**src/rtl/shifter_pkg.sv**
```systemverilog
// Shared types for the operand2 decode stage: the shift opcodes, the decoded entry carried
// through the skid buffer, and the buffer occupancy states.
package shifter_pkg;

  localparam int unsigned DataWidth = 32;
  localparam int unsigned AmtWidth  = 5;

  typedef enum logic [1:0] {
    ShiftLsl = 2'd0,
    ShiftLsr = 2'd1,
    ShiftAsr = 2'd2,
    ShiftRor = 2'd3
  } shift_op_e;

  typedef struct packed {
    logic [DataWidth-1:0] shift_in;
    logic [AmtWidth-1:0]  amount;
    shift_op_e            op;
    logic                 carry;
    logic                 bypass;
    logic [DataWidth-1:0] bypass_out;
    logic                 bypass_carry;
    logic                 err;
  } shift_entry_t;

  typedef enum logic [1:0] {
    StEmpty = 2'd0,
    StOne   = 2'd1,
    StFull  = 2'd2
  } buf_state_e;

  // Entry whose result is fully resolved here and skips the barrel shifter.
  function automatic shift_entry_t make_bypass(input shift_entry_t base,
                                               input logic [DataWidth-1:0] value,
                                               input logic carry_out);
    shift_entry_t e;
    e              = base;
    e.bypass       = 1'b1;
    e.bypass_out   = value;
    e.bypass_carry = carry_out;
    return e;
  endfunction

endpackage

```
**src/rtl/shifter_operand_calc.sv**
```systemverilog
// Combinational decode of ARM operand2 into barrel-shifter controls, resolving the cases the
// 5-bit shifter cannot express (register amounts of 0 or >=32) into a bypass result.
module shifter_operand_calc
  import shifter_pkg::*;
(
  input  logic                 imm_flag,
  input  logic [11:0]          operand2,
  input  logic [DataWidth-1:0] rm_data,
  input  logic [7:0]           rs_amt,
  input  logic                 c_flag,
  output shift_entry_t         entry
);

  logic [3:0]           rot;
  logic [7:0]           imm8;
  shift_op_e            reg_op;
  logic                 amt_is_zero;
  logic                 amt_is_32;
  logic                 amt_over_32;
  logic                 rm_msb;
  logic [DataWidth-1:0] sign_fill;
  shift_entry_t         base;

  assign rot         = operand2[11:8];
  assign imm8        = operand2[7:0];
  assign reg_op      = shift_op_e'(operand2[6:5]);
  assign amt_is_zero = (rs_amt == 8'd0);
  assign amt_is_32   = (rs_amt == 8'd32);
  assign amt_over_32 = (rs_amt > 8'd32);
  assign rm_msb      = rm_data[DataWidth-1];
  assign sign_fill   = {DataWidth{rm_msb}};

  always_comb begin
    base          = '0;
    base.carry    = c_flag;
    base.shift_in = rm_data;
    base.op       = reg_op;
    base.amount   = rs_amt[AmtWidth-1:0];
    entry         = base;

    if (imm_flag) begin
      entry.shift_in = {{(DataWidth-8){1'b0}}, imm8};
      entry.op       = ShiftRor;
      entry.amount   = {rot, 1'b0};
      if (rot == 4'd0) begin
        entry = make_bypass(entry, {{(DataWidth-8){1'b0}}, imm8}, c_flag);
      end
    end else if (!operand2[4]) begin
      entry.amount = operand2[11:7];
    end else if (operand2[7]) begin
      // Multiply / extra load-store space: pass Rm through untouched and flag it.
      entry     = make_bypass(base, rm_data, c_flag);
      entry.err = 1'b1;
    end else if (amt_is_zero) begin
      entry = make_bypass(base, rm_data, c_flag);
    end else begin
      unique case (reg_op)
        ShiftLsl: begin
          if (amt_is_32) begin
            entry = make_bypass(base, '0, rm_data[0]);
          end else if (amt_over_32) begin
            entry = make_bypass(base, '0, 1'b0);
          end
        end
        ShiftLsr: begin
          if (amt_is_32) begin
            entry = make_bypass(base, '0, rm_msb);
          end else if (amt_over_32) begin
            entry = make_bypass(base, '0, 1'b0);
          end
        end
        ShiftAsr: begin
          if (amt_is_32 || amt_over_32) begin
            entry = make_bypass(base, sign_fill, rm_msb);
          end
        end
        ShiftRor: begin
          // Non-zero multiple of 32 rotates back to Rm but still updates carry.
          if (rs_amt[AmtWidth-1:0] == '0) begin
            entry = make_bypass(base, rm_data, rm_msb);
          end
        end
        default: entry = base;
      endcase
    end
  end

endmodule

```
**src/rtl/shifter_operand_decode.sv**
```systemverilog
// Operand2 decode stage feeding barrel_shift_arm; decoded entries are registered behind a
// two-entry valid/ready skid buffer (head drives the outputs, skid catches a stalled accept).
module shifter_operand_decode
  import shifter_pkg::*;
#(
  parameter int unsigned DATA_WIDTH = 32,
  parameter int unsigned ADDR_WIDTH = 5
) (
  input  logic                  clk,
  input  logic                  rst,
  input  logic                  flush,
  input  logic                  in_valid,
  output logic                  in_ready,
  input  logic                  imm_flag,
  input  logic [11:0]           operand2,
  input  logic [DATA_WIDTH-1:0] rm_data,
  input  logic [DATA_WIDTH-1:0] rs_data,
  input  logic                  c_flag,
  output logic                  out_valid,
  input  logic                  out_ready,
  output logic [DATA_WIDTH-1:0] shift_in,
  output logic [ADDR_WIDTH-1:0] shift_amount,
  output logic [1:0]            shift_op,
  output logic                  carry_flag,
  output logic                  bypass,
  output logic [DATA_WIDTH-1:0] bypass_out,
  output logic                  bypass_carry,
  output logic                  decode_err
);

  buf_state_e   state_q, state_d;
  shift_entry_t calc_entry;
  shift_entry_t head_q;
  shift_entry_t skid_q;
  logic         accept;
  logic         pop;
  logic         load_head;
  logic         load_skid;
  logic         head_from_skid;
  logic         unused_rs_hi;

  // Only the low byte of Rs carries a shift amount.
  assign unused_rs_hi = ^rs_data[DATA_WIDTH-1:8];

  shifter_operand_calc u_calc (
    .imm_flag (imm_flag),
    .operand2 (operand2),
    .rm_data  (rm_data),
    .rs_amt   (rs_data[7:0]),
    .c_flag   (c_flag),
    .entry    (calc_entry)
  );

  assign accept = in_valid & in_ready;
  assign pop    = out_valid & out_ready;

  // State register.
  always_ff @(posedge clk) begin
    if (rst) begin
      state_q <= StEmpty;
    end else begin
      state_q <= state_d;
    end
  end

  // Next-state logic; flush wins over a same-cycle accept.
  always_comb begin
    state_d = state_q;
    if (flush) begin
      state_d = StEmpty;
    end else begin
      unique case (state_q)
        StEmpty: if (accept) state_d = StOne;
        StOne: begin
          if (accept && !pop) begin
            state_d = StFull;
          end else if (!accept && pop) begin
            state_d = StEmpty;
          end
        end
        StFull:  if (pop) state_d = StOne;
        default: state_d = StEmpty;
      endcase
    end
  end

  // Handshake outputs; in_ready is held low while reset is asserted.
  always_comb begin
    in_ready  = 1'b0;
    out_valid = 1'b0;
    unique case (state_q)
      StEmpty: in_ready = !rst;
      StOne: begin
        in_ready  = !rst;
        out_valid = 1'b1;
      end
      StFull:  out_valid = 1'b1;
      default: begin
        in_ready  = 1'b0;
        out_valid = 1'b0;
      end
    endcase
  end

  assign load_head      = accept & ((state_q == StEmpty) | ((state_q == StOne) & pop));
  assign load_skid      = accept & (state_q == StOne) & ~pop;
  assign head_from_skid = (state_q == StFull) & pop;

  always_ff @(posedge clk) begin
    if (rst || flush) begin
      head_q <= '0;
      skid_q <= '0;
    end else begin
      if (head_from_skid) begin
        head_q <= skid_q;
      end else if (load_head) begin
        head_q <= calc_entry;
      end
      if (load_skid) begin
        skid_q <= calc_entry;
      end
    end
  end

  assign shift_in     = head_q.shift_in;
  assign shift_amount = head_q.amount;
  assign shift_op     = head_q.op;
  assign carry_flag   = head_q.carry;
  assign bypass       = head_q.bypass;
  assign bypass_out   = head_q.bypass_out;
  assign bypass_carry = head_q.bypass_carry;
  assign decode_err   = head_q.err;

endmodule
```
**config.mk**
```make
export PLATFORM = sky130hd
export DESIGN_NAME = shifter_operand_decode
export DESIGN_NICKNAME = d
export VERILOG_FILES = /design/src/rtl/shifter_pkg.sv /design/src/rtl/shifter_operand_calc.sv /design/src/rtl/shifter_operand_decode.sv
export SDC_FILE = /design/constraint.sdc
export NUM_CORES = 1
export LEC_CHECK = 0
export CAP_MARGIN = 15
export CORE_AREA = 2 2 132 134
export CTS_BUF_LIST = sky130_fd_sc_hd__clkbuf_4 sky130_fd_sc_hd__clkbuf_8 sky130_fd_sc_hd__clkbuf_16
export CTS_CLUSTER_SIZE = 16
export DETAILED_ROUTE_END_ITERATION = 8
export DIE_AREA = 0 0 134 136
export PLACE_DENSITY = 0.76
export SLEW_MARGIN = 10
export SYNTH_ARGS = -nofsm -noshare
export SYNTH_HDL_FRONTEND = slang
export SYNTH_HIERARCHICAL = 1
export SYNTH_SLANG_ARGS = --single-unit
```
**constraint.sdc**
```tcl
create_clock -name clk -period 1.8 [get_ports clk]
set_clock_uncertainty 0.05 [all_clocks]
set_input_delay 0.45 -clock clk [delete_from_list [all_inputs] [get_ports clk]]
set_output_delay 0.45 -clock clk [all_outputs]
set_load 0.05 [all_outputs]
```
==> impl_metrics.yaml <==
cells_and_area:
  fin_util_pct: 57.0
  diodes: 0
  fillCellCount: 1435
  drive_gt1_share_pct: 27.7
  areaGrowthSynthToFinish_pct: 45.7
  nets: 1004
routing:
  avgViaCountPerCell: 5.29
  wl_per_cell_um: 16.9
  vias: 6102
  drt-initial-drc-count: 457
  finalWirelength_um: 19500
  drt-pass1-iter-count: 4
  route.antenna.remaining_nets: 0
  drcViolationCount: 0
yosys:
  synth-edff-count: 0
  yosys.area.top_type_share_pct: 46.1
  synth_flop_cell: "dfxtp_1"
  synthArstFlopShare_pct: 0
  ys_seq_area_share_pct: 46.1
  yosysUniqueCellTypes: 45
  synthTopCellsByArea: "dfxtp_1, a221o_1, nand2_1, and2_1, a21oi_1"
  syn_area_per_cell_um2: 8.96
  ys_warn_count: 6
  synth_fp_nets: 824
  yosysMostFrequentCell: "nand2_1"
  synthTopCellsByCount: "nand2_1, dfxtp_1, and2_1, a21oi_1, a221o_1"
  synth.cell_area_um2: 6600
  syn_inst: 736
  ys_seq_elements: 152
  synth.largest_area_cell: "dfxtp_1"
sta:
  setup_viol: 79
  fin_crit_sh_pct: 110
  whs_ps: 399
  hold_violations: 0
  slew_violations: 0
  worst_pin_slew_ps: 438
  slew_headroom_pct: 70.6
  max_freq_ghz: 0.507
  fin_ws_ps: -173
  rsz0062_at_grt: "true"
  finalCriticalPeriod_ps: 1970
floorplanning:
  die_w_um: 134
  fp-row-count: 48
  die_area_um2: 18200
  io_pins: 160
  core_um2: 16900
  die_h_um: 136
  initial_utilization_pct: 39.1
cts:
  cts_tree: "done"
  clock-sinks: 152
  clk_pin_slew_ps: 60
  cts_root_buffer: "clkbuf_16"
  cts_made_buffers: 17
  insertion_delay_ps: 420
  htreeDepth: 4
  clock_path_buffers: 2
power_and_ir_drop:
  p_int_mw: 6.00
  comb_power_share_pct: 10.4
  powerDensity_nw_per_um2: 829
  net-switching-power_mw: 1.97
  peakVddDrop_v: 0.000699
  p_sw_share_pct: 24.7
  p_clk_share_pct: 46.8
  seq_power_share_pct: 42.8
  p_leak_nw: 3.94
setup_path:
  start_kind: "flip-flop"
  worstPathRequired_ps: 2050
  cp.arrival_ps: 2220
  r2r-start: "state_q[1]"
  rrSetupSlack_ps: -170
  r2r_cells: 10
  r2r_end: "state_q[0]"
  cp_max_fo: 3
  end_kind: "flip-flop"
  worst-setup-path-type: "reg2reg"
hold_path:
  hold_end: "skid_q[21]"
  hp-class: "reg2reg"
  whs_path_depth: 2
  min_from: "skid_q[21]"
run_status:
  violations: "negative setup slack"
  status: "finished, violations left"
placement:
  place.gp.congestion: 0.870
  dp_hpwl_um: 12700
  portBuffers: 135
grt:
  grt_pass1_vias: 5826
  globalRouteTotalUtil_pct: 21.4
  grt-ovfl-total: 0
  grt_pass1_wl_um: 30600
  antenna_found_initial: 0
  grt_max_degree: 78
job:
  cap_viol_max_count: 0
[stage by stage]
stage | cell area (um2) | setup slack [ps] | power (mW) | cells | TNS, ps
2_1_floorplan | 6660 | -323 | 3.85 | 736 | -7460
3_3_place_gp | 8740 | -651 | 4.26 | 1111 | -69130
3_5_place_dp | 8740 | -670 | 4.27 | 1111 | -71340
4_1_cts | 9590 | -164 | 8.01 | 1153 | -5860
5_1_grt | 9610 | -291 | 8.21 | 1154 | -14050
6_report | 9610 | -173 | 7.96 | 1154 | -9530
[power by group through the flow]
stage	clock [mW]	combinational [mW]	sequential, mW
floorplan	0	0.304	3.55
global placement	0	0.779	3.48
detailed placement	0	0.786	3.48
CTS	3.78	0.822	3.41
global route	3.92	0.881	3.41
finish	3.73	0.831	3.41
[timing repair]
action                                  4_1_cts  5_1_grt
buffers inserted                              8        1
gates cloned                                  3        0
pin swaps                                    14        4
gates resized for setup                      39       12
endpoints found under the setup margin      112      140
hold buffers                                  0        0
[how the worst max path moves through the flow]
stage,from,endpoint,slack (ps),cells past startpoint
2_1_floorplan,state_q[1],state_q[0],-320,9
3_3_place_gp,operand2[6],bypass_out[3],-650,7
3_5_place_dp,operand2[6],bypass_out[2],-670,7
4_1_cts,state_q[1],state_q[0],-160,10
5_1_grt,state_q[1],state_q[0],-290,10
6_report,state_q[1],state_q[0],-170,10
[routing by layer]
layer  track usage [%]  vias to the layer above  part of all wire, %
li1                  -                     2953                    -
met5                 0                        -                    0
met4              6.97                        0                  1.7
met1              27.7                     2930                   44
met2              34.9                      194                   47
met3              5.78                       25                  6.9
[placed cells by master, fill, tap and decap left out, types with 21 or more instances in the layout]
master,synthesis,routed
buf_12,0,34
nand2_1,166,164
a221o_1,76,76
buf_4,10,127
a21oi_1,76,76
a21o_1,21,21
clkdlybuf4s50_1,0,43
and2_1,79,76
nor2b_1,26,26
dfxtp_1,152,150
[cells by family (layout without fill, tap and decap cells)]
group | count (synthesis) | after routing | synth area share [%]
buffers and inverters | 67 | 260 | 5.27
flip-flops | 152 | 152 | 46.1
AO/OA/AOI/OAI | 196 | 196 | 22.9
adder cells (fa/ha/maj) | 5 | 5 | 0.948
multiplexers | 10 | 10 | 1.67
AND/OR/NAND/NOR | 306 | 306 | 23.1
[sequential cells by signal, summed over array words and instances (netlist names), 2 cells and up]
register,count
shift_amount,5
shift_in,32
bypass_out,32
skid_q,75
state_q,2
shift_op,2
[area by class of cell]
cell class	instances	area, um2	share of cell area [%]
clock buffers	17	425	4.43
clock inverters	15	186	1.94
inverters	5	23.8	0.247
multi-input cells	517	3350	34.8
flip-flops and latches	152	3050	31.7
well taps	225	282	2.93
repair buffers	223	2300	23.9
[worst max-delay path, stage by stage (launching register included)]
cell      delay [ps]
dfxtp_2          360
inv_4             50
ha_4             160
nor2_4           120
nor2_4            40
and2_4           140
ha_4             200
a222oi_1         270
buf_4            190
mux2i_2          210
nor2_1            50
Note: power is estimated with default switching activity, not from simulation.
